===== src/rtl/cpu_pkg.sv =====
// Shared definitions for the pipelined MIPS core.
//   XLEN             : datapath / address width
//   INSTR_BYTES      : bytes per instruction word (PC stride)
//   RESET_PC_DEFAULT : default fetch address after reset
//   fetch_entry_t    : one prefetch-queue entry, {pc, instr}
//   word_align()     : clears the byte-offset bits of an address
package cpu_pkg;

  localparam int XLEN        = 32;
  localparam int INSTR_BYTES = 4;

  localparam logic [XLEN-1:0] RESET_PC_DEFAULT = 32'h0000_0000;

  typedef struct packed {
    logic [XLEN-1:0] pc;
    logic [XLEN-1:0] instr;
  } fetch_entry_t;

  function automatic logic [XLEN-1:0] word_align(input logic [XLEN-1:0] addr);
    return {addr[XLEN-1:2], 2'b00};
  endfunction

endpackage


===== src/rtl/ifetch_prefetch_if.sv =====
// Bundle of the fetch stage's bus signals.
//   imem_*  : request/response to the 1-cycle synchronous instruction ROM
//   out_*   : valid/ready delivery of {instr, pc, pc+4} to decode
//   redir_* : redirect strobe and target from decode, misalign pulse back
//   queue_count : prefetch queue occupancy
// Modport master is the fetch stage, slave is its environment (ROM + decode).
interface ifetch_prefetch_if #(
  parameter int XLEN  = cpu_pkg::XLEN,
  parameter int DEPTH = 4
);
  import cpu_pkg::*;

  localparam int CNT_W = $clog2(DEPTH) + 1;

  logic             imem_req;
  logic [XLEN-1:0]  imem_addr;
  logic [XLEN-1:0]  imem_rdata;

  logic             out_valid;
  logic             out_ready;
  logic [XLEN-1:0]  out_instr;
  logic [XLEN-1:0]  out_pc;
  logic [XLEN-1:0]  out_link_addr;

  logic             redir_valid;
  logic [XLEN-1:0]  redir_target;
  logic             redir_misaligned;

  logic [CNT_W-1:0] queue_count;

  modport master (
    output imem_req, imem_addr,
    input  imem_rdata,
    output out_valid, out_instr, out_pc, out_link_addr,
    input  out_ready,
    input  redir_valid, redir_target,
    output redir_misaligned,
    output queue_count
  );

  modport slave (
    input  imem_req, imem_addr,
    output imem_rdata,
    input  out_valid, out_instr, out_pc, out_link_addr,
    output out_ready,
    output redir_valid, redir_target,
    input  redir_misaligned,
    input  queue_count
  );

endinterface


===== src/rtl/ifetch_prefetch_queue.sv =====
// fetch_queue: synchronous FIFO of fetch_entry_t with push, pop and flush.
//   clk_i, rst_ni : clock, asynchronous active-low reset
//   flush_i       : empties the queue (wins over push/pop)
//   push_i/entry_i: write entry at tail
//   pop_i         : drop head (ignored when empty)
//   head_o        : current head entry (undefined when empty)
//   count_o       : occupancy 0..DEPTH
//   empty_o       : count_o == 0
// Pointers are clog2(DEPTH) bits and wrap naturally; the separate count keeps
// full and empty unambiguous.
module fetch_queue
  import cpu_pkg::*;
#(
  parameter int DEPTH = 4
) (
  input  logic                     clk_i,
  input  logic                     rst_ni,
  input  logic                     flush_i,
  input  logic                     push_i,
  input  fetch_entry_t             entry_i,
  input  logic                     pop_i,
  output fetch_entry_t             head_o,
  output logic [$clog2(DEPTH):0]   count_o,
  output logic                     empty_o
);

  localparam int PTR_W = $clog2(DEPTH);
  localparam int CNT_W = $clog2(DEPTH) + 1;
  localparam logic [CNT_W-1:0] DEPTH_C = CNT_W'(DEPTH);

  fetch_entry_t     mem_q [DEPTH];
  logic [PTR_W-1:0] wr_ptr_q, wr_ptr_d;
  logic [PTR_W-1:0] rd_ptr_q, rd_ptr_d;
  logic [CNT_W-1:0] count_q, count_d;
  logic             full;
  logic             do_push;
  logic             do_pop;

  assign empty_o = (count_q == '0);
  assign full    = (count_q == DEPTH_C);
  assign do_pop  = pop_i && !empty_o;
  // A pop in the same cycle frees the slot a push into a full queue needs.
  assign do_push = push_i && (!full || do_pop);

  always_comb begin
    wr_ptr_d = wr_ptr_q;
    rd_ptr_d = rd_ptr_q;
    count_d  = count_q;
    if (flush_i) begin
      wr_ptr_d = '0;
      rd_ptr_d = '0;
      count_d  = '0;
    end else begin
      if (do_push) wr_ptr_d = wr_ptr_q + PTR_W'(1);
      if (do_pop)  rd_ptr_d = rd_ptr_q + PTR_W'(1);
      case ({do_push, do_pop})
        2'b10:   count_d = count_q + CNT_W'(1);
        2'b01:   count_d = count_q - CNT_W'(1);
        default: count_d = count_q;
      endcase
    end
  end

  always_ff @(posedge clk_i or negedge rst_ni) begin
    if (!rst_ni) begin
      wr_ptr_q <= '0;
      rd_ptr_q <= '0;
      count_q  <= '0;
    end else begin
      wr_ptr_q <= wr_ptr_d;
      rd_ptr_q <= rd_ptr_d;
      count_q  <= count_d;
    end
  end

  // Storage carries data only; validity is tracked by count_q.
  always_ff @(posedge clk_i) begin
    if (do_push && !flush_i) mem_q[wr_ptr_q] <= entry_i;
  end

  assign head_o  = mem_q[rd_ptr_q];
  assign count_o = count_q;

endmodule


===== src/rtl/ifetch_prefetch.sv =====
// ifetch_prefetch: PC owner and prefetching fetch stage.
//   clock : rising-edge clock
//   reset : asynchronous active-low reset
//   bus   : ifetch_prefetch_if.master (ROM request/response, decode
//           valid/ready delivery, redirect input, misalign pulse, occupancy)
// A request goes out whenever the queue plus the in-flight word still fit,
// so returned words always have room. Each request is tagged with the
// current epoch; a redirect toggles the epoch and flushes the queue, so a
// stale word returning afterwards fails the tag match and is dropped.
module ifetch_prefetch #(
  parameter int              XLEN     = cpu_pkg::XLEN,
  parameter int              DEPTH    = 4,
  parameter logic [XLEN-1:0] RESET_PC = cpu_pkg::RESET_PC_DEFAULT
) (
  input  logic               clock,
  input  logic               reset,
  ifetch_prefetch_if.master  bus
);
  import cpu_pkg::*;

  localparam int CNT_W = $clog2(DEPTH) + 1;
  localparam logic [CNT_W-1:0] DEPTH_C = CNT_W'(DEPTH);
  localparam logic [XLEN-1:0]  STEP    = XLEN'(INSTR_BYTES);

  logic [XLEN-1:0]  fetch_pc_q, fetch_pc_d;
  logic [XLEN-1:0]  req_pc_q,   req_pc_d;
  logic             inflight_q, inflight_d;
  logic             tag_q,      tag_d;
  logic             epoch_q,    epoch_d;
  logic             misalign_q, misalign_d;

  logic             issue;
  logic             push;
  logic             pop;
  logic             empty;
  logic [CNT_W-1:0] count;
  logic [CNT_W-1:0] pending;
  fetch_entry_t     entry_in;
  fetch_entry_t     head;

  // ---- issue: credit check against queue occupancy plus in-flight word
  assign pending = count + {{(CNT_W-1){1'b0}}, inflight_q};
  // Gated by reset so no request is presented while reset is asserted.
  assign issue   = reset && !bus.redir_valid && (pending < DEPTH_C);

  always_comb begin
    fetch_pc_d = fetch_pc_q;
    req_pc_d   = req_pc_q;
    inflight_d = 1'b0;
    tag_d      = tag_q;
    epoch_d    = epoch_q;
    misalign_d = 1'b0;
    if (bus.redir_valid) begin
      fetch_pc_d = word_align(bus.redir_target);
      epoch_d    = ~epoch_q;
      misalign_d = |bus.redir_target[1:0];
    end else if (issue) begin
      fetch_pc_d = fetch_pc_q + STEP;
      req_pc_d   = fetch_pc_q;
      inflight_d = 1'b1;
      tag_d      = epoch_q;
    end
  end

  always_ff @(posedge clock or negedge reset) begin
    if (!reset) begin
      fetch_pc_q <= RESET_PC;
      inflight_q <= 1'b0;
      tag_q      <= 1'b0;
      epoch_q    <= 1'b0;
      misalign_q <= 1'b0;
    end else begin
      fetch_pc_q <= fetch_pc_d;
      inflight_q <= inflight_d;
      tag_q      <= tag_d;
      epoch_q    <= epoch_d;
      misalign_q <= misalign_d;
    end
  end

  // Address of the word in flight; meaningful only while inflight_q is set.
  always_ff @(posedge clock) begin
    req_pc_q <= req_pc_d;
  end

  // ---- return: ROM word lands in the queue if still current
  assign push = inflight_q && (tag_q == epoch_q) && !bus.redir_valid;
  assign pop  = bus.out_valid && bus.out_ready;

  always_comb begin
    entry_in.pc    = req_pc_q;
    entry_in.instr = bus.imem_rdata;
  end

  fetch_queue #(
    .DEPTH (DEPTH)
  ) u_queue (
    .clk_i   (clock),
    .rst_ni  (reset),
    .flush_i (bus.redir_valid),
    .push_i  (push),
    .entry_i (entry_in),
    .pop_i   (pop),
    .head_o  (head),
    .count_o (count),
    .empty_o (empty)
  );

  // ---- delivery: head of queue to decode, zeroed when empty
  assign bus.imem_req         = issue;
  assign bus.imem_addr        = fetch_pc_q;
  assign bus.out_valid        = !empty;
  assign bus.out_instr        = empty ? '0 : head.instr;
  assign bus.out_pc           = empty ? '0 : head.pc;
  assign bus.out_link_addr    = empty ? '0 : head.pc + STEP;
  assign bus.redir_misaligned = misalign_q;
  assign bus.queue_count      = count;

endmodule


===== src/flat_wrapper.sv =====
// flat-port wrapper written by rule: the top's interface ports become plain ports
module ifetch_prefetch_flat import cpu_pkg::*;
#(
  parameter int              XLEN     = cpu_pkg::XLEN,
  parameter int              DEPTH    = 4,
  parameter logic [XLEN-1:0] RESET_PC = cpu_pkg::RESET_PC_DEFAULT
)
  (clock, reset, bus_imem_req, bus_imem_addr, bus_imem_rdata, bus_out_valid, bus_out_instr, bus_out_pc, bus_out_link_addr, bus_out_ready, bus_redir_valid, bus_redir_target, bus_redir_misaligned, bus_queue_count);
  ifetch_prefetch_if #(.XLEN(XLEN), .DEPTH(DEPTH)) bus_i ();
  input  logic clock;
  input  logic reset;
  output wire logic [$bits(bus_i.imem_req)-1:0] bus_imem_req;
  output wire logic [$bits(bus_i.imem_addr)-1:0] bus_imem_addr;
  input wire logic [$bits(bus_i.imem_rdata)-1:0] bus_imem_rdata;
  output wire logic [$bits(bus_i.out_valid)-1:0] bus_out_valid;
  output wire logic [$bits(bus_i.out_instr)-1:0] bus_out_instr;
  output wire logic [$bits(bus_i.out_pc)-1:0] bus_out_pc;
  output wire logic [$bits(bus_i.out_link_addr)-1:0] bus_out_link_addr;
  input wire logic [$bits(bus_i.out_ready)-1:0] bus_out_ready;
  input wire logic [$bits(bus_i.redir_valid)-1:0] bus_redir_valid;
  input wire logic [$bits(bus_i.redir_target)-1:0] bus_redir_target;
  output wire logic [$bits(bus_i.redir_misaligned)-1:0] bus_redir_misaligned;
  output wire logic [$bits(bus_i.queue_count)-1:0] bus_queue_count;
  assign bus_imem_req = bus_i.imem_req;
  assign bus_imem_addr = bus_i.imem_addr;
  assign bus_i.imem_rdata = bus_imem_rdata;
  assign bus_out_valid = bus_i.out_valid;
  assign bus_out_instr = bus_i.out_instr;
  assign bus_out_pc = bus_i.out_pc;
  assign bus_out_link_addr = bus_i.out_link_addr;
  assign bus_i.out_ready = bus_out_ready;
  assign bus_i.redir_valid = bus_redir_valid;
  assign bus_i.redir_target = bus_redir_target;
  assign bus_redir_misaligned = bus_i.redir_misaligned;
  assign bus_queue_count = bus_i.queue_count;
  ifetch_prefetch #(.XLEN(XLEN), .DEPTH(DEPTH), .RESET_PC(RESET_PC)) u_core (.clock(clock), .reset(reset), .bus(bus_i));
endmodule

===== config.mk =====
export PLATFORM = sky130hd
export DESIGN_NAME = ifetch_prefetch_flat
export DESIGN_NICKNAME = d
export VERILOG_FILES = /design/src/rtl/cpu_pkg.sv /design/src/rtl/ifetch_prefetch_if.sv /design/src/rtl/ifetch_prefetch_queue.sv /design/src/rtl/ifetch_prefetch.sv /design/src/flat_wrapper.sv
export SDC_FILE = /design/constraint.sdc
export NUM_CORES = 1
export LEC_CHECK = 0
export BUFFER_PORTS_ARGS = -buffer_cell sky130_fd_sc_hd__buf_2
export CORE_MARGIN = 1
export CORE_UTILIZATION = 61
export CTS_CLUSTER_SIZE = 10
export DETAILED_ROUTE_END_ITERATION = 16
export GPL_ROUTABILITY_DRIVEN = 0
export HOLD_SLACK_MARGIN = 0.03
export PLACE_DENSITY = 0.86
export SETUP_SLACK_MARGIN = 0.3
export SLEW_MARGIN = 5
export SYNTH_ARGS = -nofsm -noshare
export SYNTH_HDL_FRONTEND = slang
export SYNTH_SLANG_ARGS = --single-unit

===== constraint.sdc =====
create_clock -name clock -period 7.85 [get_ports clock]
set_clock_uncertainty 0.15 [all_clocks]
set_input_delay 0.3925 -clock clock [delete_from_list [all_inputs] [get_ports clock]]
set_output_delay 0.3925 -clock clock [all_outputs]
set_load 0.01 [all_outputs]

Word-level counts from Yosys, hierarchy flattened
Memories as Yosys holds them, arrays and structs flattened.
Cells that the tools add are included.
- bits in registers: 75
- RAM bits: 256
- bits of input ports: 68
- memories kept: 1
- $add $sub $neg: 7
- magnitude comparators: 1
- eq/ne operators: 4
- mux-type cells: 16
- bitwise operators: 2
- reduce and logical (&&, ||, !) cells: 19
- memory list (name ; words ; width ; rd ports ; clocked after Yosys merged registers in ; write ports ; RTL line ; RTL):
    u_core.u_queue.mem_q ; 4 ; 64 ; 1 ; 0 ; 1 ; ifetch_prefetch_queue.sv:31 ; fetch_entry_t mem_q [DEPTH];
- operators by type and width (cell ; number):
    32-bit two-way mux ; 5
    32-bit by 3-bit adder with 32-bit output, second input constant ; 2
    1-bit logical AND ; 8
    2-bit two-way mux ; 4
    3-bit case mux with 2 select lines ; 1
    2-bit nonzero test ; 3
    1-bit two-way mux ; 5
    2-bit by 1-bit adder with 2-bit output, second input constant ; 2
    3-bit by 1-bit adder with 3-bit output ; 1
    3-bit by 1-bit adder with 3-bit output, second input constant ; 1
    3-bit == test, second input constant ; 1
    1-bit zero test ; 3
    3-bit zero test ; 1
    3-bit < comparator, second input constant ; 1
    3-bit two-way mux ; 1
    3-bit nonzero test ; 1
    3-bit by 1-bit subtractor with 3-bit output, second input constant ; 1
    2-bit by 1-bit == test with 1-bit output, second input constant ; 1
    2-bit == test, second input constant ; 1
    1-bit inverter ; 2
    2-bit AND reduction ; 1
    2-bit OR reduction ; 1
    1-bit == test ; 1
    1-bit logical OR ; 1

Depth between registers and ports, before layout
Gate-level depths: netlist (run 1).
- depth in word-level cells: 9
- depth in mapped cells: 10
- depth with buffers taken out: 7

Hierarchy
A second synthesis (run 1) with hierarchy kept.
- cell total of the unflattened synthesis: 878
- area total of the unflattened synthesis: 14048.5 um^2
- modules (own cells, without submodules) (module ; instances ; cells an instance ; area each (um^2) ; sequential area each (um^2)):
    fetch_queue ; 1 ; 397 ; 9785.6 ; 7862.5
    ifetch_prefetch ; 1 ; 481 ; 4262.8 ; 1751.7

Least setup slack after synthesis (run 1)
Ideal clock, no wire load.
- path kind: reg-to-reg
- from: register u_core.u_queue.count_q[0], in the netlist u_core.u_queue.count_o[0]
- to: memory u_core.u_queue.mem_q[0][0] in the netlist's numbering (enable)
- setup time: 0.427 ns
- arrival: 2.578 ns
- required time: 7.273 ns
- path slack: 4.695 ns
- stages on the path, launching flop included: 6
- path through: dfrtp_1 > nor2_1 > nand3b_1 > and4_1 > clkbuf_1 > and2_1
- cells in the longest elaborated chain, start to end: 9
- elaborated cells on any way between the ends: 11
- ends and longest elaborated chain (what ; RTL line ; RTL):
    from (decl) ; ifetch_prefetch_queue.sv:34 ; logic [CNT_W-1:0] count_q, count_d;
    from (signal assigned) ; ifetch_prefetch_queue.sv:72 ; count_q <= count_d;
    3-bit zero test ; ifetch_prefetch_queue.sv:39 ; assign empty_o = (count_q == '0);
    1-bit zero test ; ifetch_prefetch_queue.sv:41, ifetch_prefetch.sv:112 ;
    1-bit logical AND ; ifetch_prefetch.sv:88 ; assign pop = bus.out_valid && bus.out_ready;
    1-bit logical AND ; ifetch_prefetch_queue.sv:41 ; assign do_pop = pop_i && !empty_o;
    1-bit logical OR (*) ; ifetch_prefetch_queue.sv:43 ; assign do_push = push_i && (!full || do_pop);
    1-bit logical AND (*) ; ifetch_prefetch_queue.sv:43 ;
    1-bit logical AND (*) ; ifetch_prefetch_queue.sv:78 ; if (do_push && !flush_i) mem_q[wr_ptr_q] <= entry_i;
    1-bit two-way mux (*) ; ifetch_prefetch_queue.sv:78 ;
    1-bit two-way mux (not written as such) (*) ; ifetch_prefetch_queue.sv:78 ;
    to (decl) ; ifetch_prefetch_queue.sv:31 ;
Mark *: on every way between the ends. The rest lies on a longest branch, timed or not.

Worst setup path in the final report (run 1)
- from: register u_core.u_queue.rd_ptr_q[0]
- to: output bus_out_link_addr[26]
- cells in the longest elaborated chain, start to end: 3
- ends and longest elaborated chain (what ; RTL line ; RTL):
    from (decl) ; ifetch_prefetch_queue.sv:33 ; logic [PTR_W-1:0] rd_ptr_q, rd_ptr_d;
    from (signal assigned) ; ifetch_prefetch_queue.sv:71 ; rd_ptr_q <= rd_ptr_d;
    memory 4 x 64 bit ; -- ;
    32-bit by 3-bit adder with 32-bit output ; ifetch_prefetch.sv:115 ; assign bus.out_link_addr = empty ? '0 : head.pc + STEP;
    32-bit two-way mux ; ifetch_prefetch.sv:115 ;
    to (decl) ; flat_wrapper.sv:18 ; output wire logic [$bits(bus_i.out_link_addr)-1:0] bus_out_link_addr;
Every way passes these cells.

==> impl_metrics.env, run 1 <==
export IMPL_yosys_cell_types_count=49
export IMPL_die_area_sq_um=22500
export IMPL_synth_top_family_by_area="multiplexers"
export IMPL_htreeDepth=2
export IMPL_total_power_mw=4.88
export IMPL_worstMarginPinSlew_ps=867
export IMPL_synth_area_per_cell_sq_um=17.0
export IMPL_start_kind="flop"
export IMPL_area_delta_synth_final_pct=21.7
export IMPL_worstSkewPairLatency_ps=510
export IMPL_cts_buffer_depth=3
export IMPL_drtAntennaViolNets=0
export IMPL_num_rows=53
export IMPL_relSlewSlack_pct=42.2
export IMPL_synthXorXnorAreaFrac_pct=3.80
export IMPL_hold_viol_final=0
export IMPL_worst_path_buf_inv=2
export IMPL_critPathTopFamily="simple AND/OR/NAND/NOR gates"
export IMPL_yosys_area_share_simple_pct=9.50
export IMPL_stdcell_area_sq_um=16300
export IMPL_yosysWarnings=0
export IMPL_wl_per_cell_um=23.1
export IMPL_grt_pass1_wl_mm=46.9
export IMPL_criticalPathCategory="flop to output port"
export IMPL_whs_path_depth=4
export IMPL_grt_pass1_vias=8178
export IMPL_async_flop_share_pct=12.9
export IMPL_whs_ps=193
export IMPL_synthMuxAreaShare_pct=11.7
export IMPL_setup_worst_path_end_class="output port"
export IMPL_synth_area_sq_um=13400
export IMPL_antenna_found_initial=0
export IMPL_initial_core_util_pct=62.9
export IMPL_pwr_density_cell_nw_per_um2=300
export IMPL_cts_buffers=37
export IMPL_max_cap_viol_count=0
export IMPL_vias=8254
export IMPL_vdd_drop_max_uv=179
export IMPL_dr_pass1_iters=5
export IMPL_cts_hold_buf=65
export IMPL_cts_root_buf="clkbuf_16"
export IMPL_synth_fa_ha_area_share_pct=0.711
export IMPL_cts_setup_buffers=0
export IMPL_finalSetupViolCount=0
export IMPL_cts_resized=0
export IMPL_synth_compound_area_share_pct=2.11
export IMPL_track_usage_pct=28.7
export IMPL_dp_hpwl_mm=17.1
export IMPL_portBuffers=195
export IMPL_cpPeakStageDelay_ps=800
export IMPL_hp_class="input pin to flop"
export IMPL_io_pins=202
export IMPL_synth_edf_count=278
export IMPL_gr_total_overflow=0
export IMPL_fin_nets=1140
export IMPL_cp_arrival_ps=3960
export IMPL_rr_worst_depth=9
export IMPL_fin_crit_sh_pct=57.3
export IMPL_crit_chain="buf_4 -> mux4_1 -> ha_1 -> nand3_2 -> nor4_4 -> nand4_1 -> xor2_1 -> nor2_1 -> buf_2"
export IMPL_diodes=0
export IMPL_slew_violations=0
export IMPL_synth_cells=788
export IMPL_power_leakage_nw=5.93
export IMPL_setup_tns_ps=0
export IMPL_place_ws_ps=3890
export IMPL_synthFlopType="edfxtp_1"
export IMPL_ys_seq_area_share_pct=70.1
export IMPL_drtIter0Drc=714
export IMPL_cts_num_sinks=319
export IMPL_layout_drive_gt1_share_pct=28.4
export IMPL_worst_slack_ps=3350
export IMPL_die_x_um=150
export IMPL_cp_max_fo=36
export IMPL_rsz0062_at_grt="false"
export IMPL_cp_slowest_cell="dfrtp_4"
export IMPL_clock_fmax_mhz=222
export IMPL_drc=0
export IMPL_routed_via_density=6.09
export IMPL_cts_reportedPaths_clkPinSlew_ps=60
export IMPL_finalCriticalPeriod_ps=4500
export IMPL_wirelength_mm=31.3
export IMPL_crit_required_ps=7310
export IMPL_fp_dieH_um=150
export IMPL_status="completed"
export IMPL_crit_cells=9
export IMPL_grt_max_degree=63
export IMPL_ys_ff_latch=319
export IMPL_place_area_sq_um=14600
export IMPL_cts_tree="built"
export IMPL_core_area_sq_um=21300
==> worst register-to-register path: cells and delay by family (launching register included) <==
kind	cells	cell delay (ps)
DFF	1	500
and+or+nand+nor	2	470
buffers and inverters	3	1630
AOI/OAI and AO/OA	4	550
==> routing by layer <==
layer / routed length [um] / part of all wire, % / vias up / global-route usage, %
met4: 820 / 2.6 / 0 / 9.60
met2: 15500 / 49 / 494 / 46.3
met1: 12700 / 41 / 4146 / 40.3
met5: 0 / 0 / - / 0
met3: 2270 / 7.3 / 65 / 4.82
li1: - / - / 3549 / -
==> worst paths after layout <==
| kind | startpoint | slack (ps) | end |
|---|---|---|---|
| worst max register to register | u_core.u_queue.count_o[2] | 4460 | u_core.u_queue.count_o[2] |
| max in group asynchronous | reset | 6800 | u_core.u_queue.rd_ptr_q[0] |
| min in group asynchronous | reset | 330 | u_core.bus.imem_addr[30] |
| worst min-delay path | bus_out_ready | 190 | u_core.u_queue.rd_ptr_q[1] |
| worst max-delay path | u_core.u_queue.rd_ptr_q[0] | 3350 | bus_out_link_addr[26] |
| worst min register to register | u_core.req_pc_q[11] | 350 | u_core.u_queue.mem_q[2][43] |
==> placed cells by master, fill, tap and decap left out, types with 28 or more instances in the layout <==
master and count:
clkbuf_16 39, nand2_1 45, nor2_1 51, xnor2_1 31
dfrtp_1 39, o21ai_0 28, edfxtp_1 278, buf_2 195
dlygate4sd3_1 65, mux4_2 38, and2_1 62
==> layout make-up <==
type / instances / area [sq um]
multi-input cells: 420 / 3750
repair buffers: 271 / 1710
inverters: 16 / 60.1
clock buffers: 53 / 1030
clock inverters: 1 / 8.76
well taps: 275 / 344
fillers: 1124 / 5010
flip-flops and latches: 319 / 9380
==> synth_stat cells, types with 3 or more instances <==
library cell  count  area (sq um)
nand4_1          15          93.8
clkbuf_1         18          67.6
dfrtp_1          41          1030
edfxtp_1        278          8350
and2_1           66           413
o21ai_0          28           140
inv_1            15          56.3
buf_4             9          67.6
a21oi_1           4          20.0
xor2_1           27           236
and3_1            5          31.3
ha_1              6          75.1
mux2_2            4          45.0
or3_1             3          18.8
mux4_1           24           631
mux4_2           38           856
o21ai_1           5          25.0
buf_2             5          25.0
nor2_1           51           191
nor4_1            4          25.0
nand2_1          45           169
nor3_1           10          50.1
xnor2_1          31           272
nand3_1          21           105
mux2i_1           3          30.0
==> where the power goes <==
part / internal, mW / leakage, nW / switching, mW
clock network: 0.898 / 0.502 / 0.612
logic: 0.573 / 2.41 / 0.727
registers: 1.95 / 3.02 / 0.122
total: 3.42 / 5.93 / 1.46
==> logic make-up (layout without fill, tap and decap cells) <==
logic type,after synthesis,in the layout
fa+ha+maj,7,7
buf+inv,54,341
mux,69,69
simple gates,233,233
other cells,1,6
compound gates,47,47
xor+xnor,58,58
flops,319,319
==> state kept, by name (all words and copies together) (netlist names) <==
signal	flops
u_core.u_queue.mem_q	248
u_core.u_queue.wr_ptr_q	2
u_core.u_queue.rd_ptr_q	2
u_core.req_pc_q	30
u_core.tag_q	1
u_core.bus.imem_addr	30
u_core.epoch_q	1
u_core.bus.redir_misaligned	1
u_core.u_queue.count_o	3
u_core.inflight_q	1
==> through the flow <==
| step | util, % | instances |
|---|---|---|
| after floorplan | - | 793 |
| after global placement | 68.6 | 1236 |
| after detailed placement | 68.6 | 1236 |
| after CTS | 76.5 | 1355 |
| after global routing | 76.5 | 1355 |
| final | 76.5 | 1355 |
No activity file was read; power rests on OpenSTA's default activity.
==> run 2: changes to the inputs <==
--- a/config.mk
+++ b/config.mk
@@ -7,12 +7,12 @@
 export LEC_CHECK = 0
 export BUFFER_PORTS_ARGS = -buffer_cell sky130_fd_sc_hd__buf_2
 export CORE_MARGIN = 1
-export CORE_UTILIZATION = 61
+export CORE_UTILIZATION = 51
 export CTS_CLUSTER_SIZE = 10
 export DETAILED_ROUTE_END_ITERATION = 16
 export GPL_ROUTABILITY_DRIVEN = 0
 export HOLD_SLACK_MARGIN = 0.03
-export PLACE_DENSITY = 0.86
+export PLACE_DENSITY = 0.77
 export SETUP_SLACK_MARGIN = 0.3
 export SLEW_MARGIN = 5
 export SYNTH_ARGS = -nofsm -noshare
==> constraint.sdc (replaced) <==
create_clock -name clock -period 4.1 [get_ports clock]
set_clock_uncertainty 0.15 [all_clocks]
set_input_delay 0.205 -clock clock [delete_from_list [all_inputs] [get_ports clock]]
set_output_delay 0.205 -clock clock [all_outputs]
set_load 0.01 [all_outputs]
==> impl_metrics.env, run 2 (synthesized netlist as in run 1, its figures left out) <==
export IMPL_fin_nets=1143
export IMPL_total_power_mw=9.48
export IMPL_setup_tns_ps=0
export IMPL_cts_root_buf="clkbuf_16"
export IMPL_die_area_sq_um=26900
export IMPL_setup_worst_path_end_class="output port"
export IMPL_layout_commonest_cell="edfxtp_1"
export IMPL_max_cap_viol_count=0
export IMPL_relSlewSlack_pct=34.8
export IMPL_wirelength_mm=28.8
export IMPL_cts_reportedPaths_clkPinSlew_ps=50
export IMPL_initial_core_util_pct=52.5
export IMPL_worstMarginPinSlew_ps=977
export IMPL_cp_max_fo=20
export IMPL_routed_via_density=5.50
export IMPL_num_rows=58
export IMPL_wl_per_cell_um=20.4
export IMPL_fin_cells=1414
export IMPL_top_register="u_core.u_queue.mem_q"
export IMPL_worstSkewPairLatency_ps=510
export IMPL_vias=7782
export IMPL_crit_chain="buf_4 -> mux4_1 -> nand3_2 -> nor4_4 -> nand3_1 -> nor3_1 -> a21o_1 -> buf_2"
export IMPL_grt_pass1_vias=7818
export IMPL_dp_hpwl_mm=17.6
export IMPL_track_usage_pct=22.0
export IMPL_cts_tree="built"
export IMPL_area_delta_synth_final_pct=23.1
export IMPL_cts_buffer_depth=3
export IMPL_final_cell_mix="278 x edfxtp_1, 195 x buf_2, 67 x dlygate4sd3_1"
export IMPL_antenna_found_initial=0
export IMPL_drtAntennaViolNets=0
export IMPL_criticalPathCategory="flop to output port"
export IMPL_core_area_sq_um=25500
export IMPL_num_fill_cells=1755
export IMPL_cts_num_sinks=319
export IMPL_crit_required_ps=3740
export IMPL_power_leakage_nw=5.98
export IMPL_die_x_um=164
export IMPL_io_pins=202
export IMPL_final_util_pct=64.6
export IMPL_pwr_density_cell_nw_per_um2=576
export IMPL_cpPeakStageDelay_ps=670
export IMPL_cp_arrival_ps=3150
export IMPL_rsz0062_at_grt="false"
export IMPL_diodes=0
export IMPL_vdd_drop_max_uv=333
export IMPL_grt_pass1_wl_mm=44.1
export IMPL_fp_dieH_um=164
export IMPL_drtIter0Drc=546
export IMPL_layout_drive_gt1_share_pct=28.7
export IMPL_finalCriticalPeriod_ps=3500
export IMPL_portBuffers=195
export IMPL_hp_class="input pin to flop"
export IMPL_cp_slowest_cell="dfrtp_2"
export IMPL_whs_ps=58.3
export IMPL_start_kind="flop"
export IMPL_hold_viol_final=0
export IMPL_finalSetupViolCount=0
export IMPL_dp_cells=1290
export IMPL_grt_max_degree=63
export IMPL_cts_buffers=38
export IMPL_dr_pass1_iters=5
export IMPL_gr_total_overflow=0
export IMPL_drc=0
export IMPL_status="completed"
export IMPL_htreeDepth=2
export IMPL_clock_fmax_mhz=286
export IMPL_slew_violations=0
export IMPL_fin_crit_sh_pct=85.4
export IMPL_largest_reg_flops=248
[run 2: report_power, final]
group	total, mW	switching (mW)	internal, mW
clock network	3.05	1.20	1.86
registers	3.94	0.200	3.74
logic	2.49	1.37	1.11
total	9.48	2.77	6.71
[run 2: final timing paths]
path	start	to	slack, ps	depth (start not counted)
setup / recovery	u_core.u_queue.rd_ptr_q[1]	bus_out_link_addr[27]	600	8
hold / removal	bus_redir_valid	u_core.u_queue.wr_ptr_q[0]	60	5
setup reg to reg	u_core.u_queue.count_o[0]	u_core.bus.imem_addr[26]	1490	6
hold reg to reg	u_core.req_pc_q[30]	u_core.u_queue.mem_q[1][62]	350	0
max in group asynchronous	reset	u_core.u_queue.rd_ptr_q[0]	3150	3
min in group asynchronous	reset	u_core.bus.imem_addr[23]	230	3
[run 2: critical path: cells and delay by family (launching register included)]
family,cells,cell delay [ps]
buffers and inverters,2,510
AO/OA/AOI/OAI,1,100
flip-flops,1,670
AND/OR/NAND/NOR,4,1020
multiplexers,1,330
[run 2: layer usage]
metal	track usage, %	share of wire (%)
met4	6.06	1.9
met5	0	0
met2	36.0	49
met3	3.86	5.8
met1	30.6	43
[run 2: repair_timing]
item,in CTS,in global routing
buffers inserted,0,1
setup endpoints to repair,0,11
hold buffers,67,0
gates resized for setup,0,0
hold endpoints to repair,202,0
[run 2: per-stage QoR]
step	instance area (sq um)	setup WS [ps]
after floorplan	13400	945
after global placement	14700	1030
after detailed placement	14700	945
after CTS	16400	408
after global routing	16500	361
final	16500	599
[run 2: area by class of cell]
cell class,instances,area [sq um],share of cell area [%]
Inverter,16,60.1,0.365
Clock buffer,52,1020,6.22
Timing Repair Buffer,273,1740,10.6
Tap cell,330,413,2.51
Multi-Input combinational cell,420,3760,22.8
Clock inverter,4,92.6,0.562
Sequential cell,319,9380,57.0
